**src/rtl/imem_port_arbiter.sv**
```systemverilog
// ---------------------------------------------------------------------------
// imem_port_arbiter
// Shares the single instruction-memory port between the frontend fetch path
// (reads) and the boot/program loader (write bursts). Loader bursts lock the
// port; after LOAD_BURST_MAX consecutive beats with fetch waiting, one cycle
// is yielded to fetch. Fetch read data returns with a fixed 1-cycle latency.
//
// Ports:
//   i_clk, i_reset (async, active-low)
//   i_fe_req/i_fe_addr            fetch read request and PC
//   o_fe_gnt/o_fe_stall           fetch owns port / fetch is waiting
//   o_fe_rvalid/o_fe_rdata        read data, one cycle after o_fe_gnt
//   i_ld_req/i_ld_addr/i_ld_wdata/i_ld_last   loader write beat
//   o_ld_gnt                      loader beat accepted this cycle
//   o_mem_rq/o_mem_rnw/o_mem_addr/o_mem_wdata/i_mem_rdata   icache port
//   o_busy_load                   loader burst in progress
// ---------------------------------------------------------------------------
module imem_port_arbiter #(
    parameter int AWIDTH         = 32,
    parameter int DWIDTH         = AWIDTH,
    parameter int LOAD_BURST_MAX = 8
) (
    input  logic              i_clk,
    input  logic              i_reset,
    input  logic              i_fe_req,
    input  logic [AWIDTH-1:0] i_fe_addr,
    output logic              o_fe_gnt,
    output logic              o_fe_stall,
    output logic              o_fe_rvalid,
    output logic [DWIDTH-1:0] o_fe_rdata,
    input  logic              i_ld_req,
    input  logic [AWIDTH-1:0] i_ld_addr,
    input  logic [DWIDTH-1:0] i_ld_wdata,
    input  logic              i_ld_last,
    output logic              o_ld_gnt,
    output logic              o_mem_rq,
    output logic              o_mem_rnw,
    output logic [AWIDTH-1:0] o_mem_addr,
    output logic [DWIDTH-1:0] o_mem_wdata,
    input  logic [DWIDTH-1:0] i_mem_rdata,
    output logic              o_busy_load
);

    localparam int              CW       = $clog2(LOAD_BURST_MAX + 1);
    localparam logic [CW-1:0]   CNT_MAX  = CW'(LOAD_BURST_MAX);
    localparam logic [CW-1:0]   CNT_ONE  = CW'(1);
    localparam logic [CW-1:0]   CNT_ZERO = CW'(0);

    typedef enum logic [0:0] {
        S_IDLE = 1'b0,
        S_LOAD = 1'b1
    } state_t;

    state_t          state_r;
    logic [CW-1:0]   cnt_r;
    logic            fe_rvalid_r;
    logic            fe_gnt_s;
    logic            ld_gnt_s;
    logic            yield_s;

    // Grant arbitration; nothing is granted while reset is held so the port
    // is quiet the moment reset asserts.
    always_comb begin
        fe_gnt_s = 1'b0;
        ld_gnt_s = 1'b0;
        yield_s  = 1'b0;
        if (!i_reset) begin
            fe_gnt_s = 1'b0;
            ld_gnt_s = 1'b0;
        end else begin
            case (state_r)
                S_IDLE: begin
                    // Loader has priority over fetch when idle.
                    ld_gnt_s = i_ld_req;
                    fe_gnt_s = i_fe_req & ~i_ld_req;
                end
                S_LOAD: begin
                    // Fairness yield beats a pending loader beat, even a last one.
                    if ((cnt_r == CNT_MAX) && i_fe_req) begin
                        yield_s  = 1'b1;
                        fe_gnt_s = 1'b1;
                    end else begin
                        ld_gnt_s = i_ld_req;
                    end
                end
                default: begin
                    fe_gnt_s = 1'b0;
                    ld_gnt_s = 1'b0;
                end
            endcase
        end
    end

    // Burst state, saturating beat counter and read-valid pipeline register.
    always_ff @(posedge i_clk or negedge i_reset) begin
        if (!i_reset) begin
            state_r     <= S_IDLE;
            cnt_r       <= CNT_ZERO;
            fe_rvalid_r <= 1'b0;
        end else begin
            fe_rvalid_r <= fe_gnt_s;
            case (state_r)
                S_IDLE: begin
                    if (ld_gnt_s && !i_ld_last) begin
                        state_r <= S_LOAD;
                        cnt_r   <= CNT_ONE;
                    end else begin
                        state_r <= S_IDLE;
                        cnt_r   <= CNT_ZERO;
                    end
                end
                S_LOAD: begin
                    if (yield_s) begin
                        cnt_r <= CNT_ZERO;
                    end else if (ld_gnt_s) begin
                        if (i_ld_last) begin
                            state_r <= S_IDLE;
                            cnt_r   <= CNT_ZERO;
                        end else if (cnt_r != CNT_MAX) begin
                            cnt_r <= cnt_r + CNT_ONE;
                        end else begin
                            cnt_r <= cnt_r;
                        end
                    end else begin
                        // Loader idle mid-burst: port stays locked, count holds.
                        cnt_r <= cnt_r;
                    end
                end
                default: begin
                    state_r <= S_IDLE;
                    cnt_r   <= CNT_ZERO;
                end
            endcase
        end
    end

    assign o_fe_gnt    = fe_gnt_s;
    assign o_ld_gnt    = ld_gnt_s;
    assign o_fe_stall  = i_fe_req & ~fe_gnt_s;
    assign o_fe_rvalid = fe_rvalid_r;
    assign o_fe_rdata  = fe_rvalid_r ? i_mem_rdata : {DWIDTH{1'b0}};
    assign o_mem_rq    = fe_gnt_s | ld_gnt_s;
    assign o_mem_rnw   = ~ld_gnt_s;
    assign o_mem_addr  = ld_gnt_s ? i_ld_addr : (fe_gnt_s ? i_fe_addr : {AWIDTH{1'b0}});
    assign o_mem_wdata = ld_gnt_s ? i_ld_wdata : {DWIDTH{1'b0}};
    assign o_busy_load = (state_r == S_LOAD);

endmodule

```
**config.mk**
```make
export PLATFORM = sky130hd
export DESIGN_NAME = imem_port_arbiter
export DESIGN_NICKNAME = d
export VERILOG_FILES = /design/src/rtl/imem_port_arbiter.sv
export SDC_FILE = /design/constraint.sdc
export NUM_CORES = 1
export LEC_CHECK = 0
export BUFFER_PORTS_ARGS = -buffer_cell sky130_fd_sc_hd__buf_2
export CAP_MARGIN = 20
export CORE_AREA = 2 2 92 94
export DETAILED_ROUTE_END_ITERATION = 12
export DIE_AREA = 0 0 94 96
export PLACE_DENSITY_LB_ADDON = 0.05
export SYNTH_ARGS = -nofsm -noshare
export SYNTH_HDL_FRONTEND = slang
export SYNTH_SLANG_ARGS = --single-unit
export TNS_END_PERCENT = 5
```
**constraint.sdc**
```tcl
create_clock -name i_clk -period 2.15 [get_ports i_clk]
set_clock_uncertainty 0.1 [all_clocks]
set_input_delay 0.3225 -clock i_clk [delete_from_list [all_inputs] [get_ports i_clk]]
set_output_delay 0.3225 -clock i_clk [all_outputs]
set_load 0.01 [all_outputs]
```
==> impl_metrics.py <==
metrics = {
    "flow_run": {
        "drv_cap": 0,
    },
    "synthesis": {
        "synth_seq_area_share": 0.125,
        "synth-seq-cells": 6,
        "syn_nets": 287,
        "synth_area_leaders": "and2_1, a22o_1, dfrtp_1",
        "syn_area_per_cell_um2": 7.90,
        "syn_area_um2": 1200,
        "synth_cell_types": 32,
        "yosysWarnings": 0,
        "synthCells": 152,
        "yosysTopAreaCell": "and2_1",
        "yosysTopAreaCellShare": 0.333,
    },
    "setup_path": {
        "critical_path_class": "reg2out",
        "crit_start": "cnt_r[0]",
        "path_delay_family": "buffers and inverters",
        "r2r_cells": 7,
        "startpoint_type": "flip-flop",
        "r2r_start": "cnt_r[0]",
        "crit_buf_inv": 4,
        "endpoint_kind": "output port",
        "crit_path_top_delay_cell": "dfrtp_1",
        "critPathRequiredTime_ns": 1.73,
        "worstPathArrival_ns": 1.86,
        "crit_end": "o_mem_addr[27]",
        "cp_max_fo": 9,
        "cpPeakStageDelay_ns": 0.38,
        "worst-path-stages": 8,
        "reg2reg_setup_slack_ns": 0.38,
        "r2r-end": "cnt_r[3]",
        "crit_chain": "inv_2 -> ha_4 -> and3b_4 -> a31oi_4 -> buf_12 -> buf_6 -> a22o_1 -> buf_2",
    },
    "die": {
        "die_y_um": 96,
        "ios": 236,
        "initial_core_util": 0.149,
        "coreArea_um2": 8050,
        "dieWidth_um": 94,
        "num_rows": 33,
        "fp.dieArea_um2": 9020,
    },
    "timing": {
        "layout_setup_ws_ns": -0.136,
        "period_minus_slack_ns": 2.29,
        "fmax_mhz": 438,
        "slew_headroom": 0.524,
        "finalMaxSlewViolations": 0,
        "fin_hold_ws_ns": 0.221,
        "min_period_over_period": 1.06,
        "setup-violations-final": 65,
        "hold_violations": 0,
        "rsz0062_at_grt": "true",
        "tightestPinTransition_ns": 0.714,
    },
    "cts": {
        "clk_pin_slew_ns": 0.04,
        "cts_root_buffer": "clkbuf_8",
        "cts_max_level": 1,
        "cts_tree": "done",
        "clock_sinks": 6,
        "numCtsBuffers": 3,
        "cts.path.max_buffers": 2,
        "insertion_delay_ns": 0.23,
    },
    "global_route": {
        "grt_usage": 0.149,
        "grt_pass1_vias": 1896,
        "gr-usage-met3": 0.0392,
        "grt_use_met2": 0.286,
        "grt_pass1_wl_mm": 10.3,
        "grt_busiest_layer": "met2",
        "antenna_found_initial": 0,
        "grt_util_met1": 0.172,
        "grt_overflow": 0,
        "grt_start_max_net_pins": 34,
    },
    "status": {
        "status": "finished, violations left",
        "violations": "setup timing",
    },
    "detailed_routing": {
        "vias": 2029,
        "drt_iter0_markers": 31,
        "first_pass_iters": 4,
        "post_drt_wl_per_cell_um": 15.8,
        "ant_nets": 0,
        "vias_per_cell": 4.08,
        "wl_mm": 7.87,
        "drc_errors": 0,
    },
    "finish": {
        "fin_nets": 529,
        "area_growth_pct": 131,
        "multi_input_area_um2": 965,
        "antenna_cells": 0,
        "drive_above_1_share": 0.691,
        "design_area_um2": 2780,
        "ff_latch_area_um2": 150,
        "fillers": 927,
    },
    "power_and_ir_drop": {
        "leakage_nw": 1.69,
        "power_w": 0.000811,
        "p_per_area_nw_per_um2": 292,
        "irDropWorstVdd_mv": 0.170,
    },
    "place": {
        "globalplace.congestion": 0.753,
        "portBuffers": 235,
        "dpl_cell_area_um2": 2490,
        "dp_hpwl_mm": 6.37,
        "place_ws_ns": 0.0713,
    },
    "hold_path": {
        "holdCritPathClass": "in2reg",
    },
}
[Yosys cell counts]
library cell and count:
or2b_1 1, buf_6 5, a21boi_0 1, clkbuf_1 4, nor2_2 1, nand2_1 3
nor2_1 3, a211o_1 1, nor4_1 1, a21o_1 1, o22a_2 1, and2b_2 1
buf_2 4, a21oi_2 2, a21oi_1 2, ha_1 2, nand4b_1 1, nor2b_1 1
o221a_2 1, and3b_4 1, and4bb_2 1, nand3_1 1, mux2i_1 1, a31oi_4 1
dfrtp_1 6, and2_1 64, buf_4 1, o32a_2 1, o21ai_1 2, inv_1 4
a22o_2 1, a22o_1 32
[metal layers]
metal	wire (um)	part of all wire
met4	6	0.00076
met5	0	0
met2	4230	0.54
met1	2910	0.37
met3	718	0.091
[worst min path at each step]
stage | slack (ns) | startpoint | depth (start not counted) | endpoint
CTS | 0.23 | i_ld_last | 2 | o_busy_load
global placement | 0.03 | i_reset | 1 | cnt_r[0]
global route | 0.23 | i_ld_last | 2 | o_busy_load
detailed placement | 0.03 | i_reset | 1 | cnt_r[0]
floorplan | -0.07 | i_reset | 0 | cnt_r[0]
finish | 0.22 | i_ld_last | 2 | o_busy_load
[area by class of cell]
| cell class | instances | area share |
|---|---|---|
| repair buffers | 251 | 0.532 |
| multi-input cells | 128 | 0.347 |
| flip-flops and latches | 6 | 0.0540 |
| well taps | 105 | 0.0473 |
| clock buffers | 3 | 0.0149 |
| inverters | 4 | 0.00540 |
[report_power, final]
part,internal [W],total (W),switching [W]
combinational,0.000278,0.000486,0.000208
clock,0.000121,0.000181,0.0000594
sequential,0.000126,0.000145,0.0000184
total,0.000526,0.000811,0.000285
[registers in the layout, summed over array words and instances, names as in the netlist]
signal	count
cnt_r	4
o_busy_load	1
o_fe_rvalid	1
[cells in the final DEF, fill, tap and decap left out, drive strengths merged]
master       synthesis  routed
buf                 10     249
and2                64      64
a22o                33      33
dfrtp                6       6
nor2                 4       4
clkbuf               4       4
inv                  4       4
a21oi                4       4
nand2                3       3
o21ai                2       2
ha                   2       2
and3b                1       1
a31oi                1       1
nor2b                1       1
nand4b               1       1
and4bb               1       1
o221a                1       1
and2b                1       1
or2b                 1       1
a21o                 1       1
a21boi               1       1
o22a                 1       1
o32a                 1       1
mux2i                1       1
nand3                1       1
nor4                 1       1
a211o                1       1
dlygate4sd3          0       1
[per-stage QoR]
stage / cells / utilization / setup TNS, ns
finish: 497 / 0.345 / -4.71
global route: 497 / 0.345 / -10.04
CTS: 496 / 0.335 / -5.32
detailed placement: 485 / 0.309 / 0
global placement: 485 / 0.309 / 0
floorplan: 152 / - / 0
[logic make-up after synthesis]
logic type / count (synthesis) / synth area share
simple gates: 79 / 0.414
mux: 1 / 0.00833
compound gates: 46 / 0.338
fa+ha+maj: 2 / 0.0208
flops: 6 / 0.125
buf+inv: 18 / 0.0948
[timing repair]
action	in CTS	in global routing
endpoints found under the hold margin	6	0
hold buffers	1	0
gates cloned	3	1
pin swaps	18	26
buffers inserted	4	0
endpoints found under the setup margin	69	68
gates resized for setup	12	14
[worst reg2reg max path, delay by kind of cell (launching register included)]
kind / cells / cell delay (ns)
buf+inv: 2 / 0.18
flops: 1 / 0.35
simple gates: 2 / 0.50
fa+ha+maj: 1 / 0.15
compound gates: 2 / 0.42
Power figures use the tool's default switching activity.
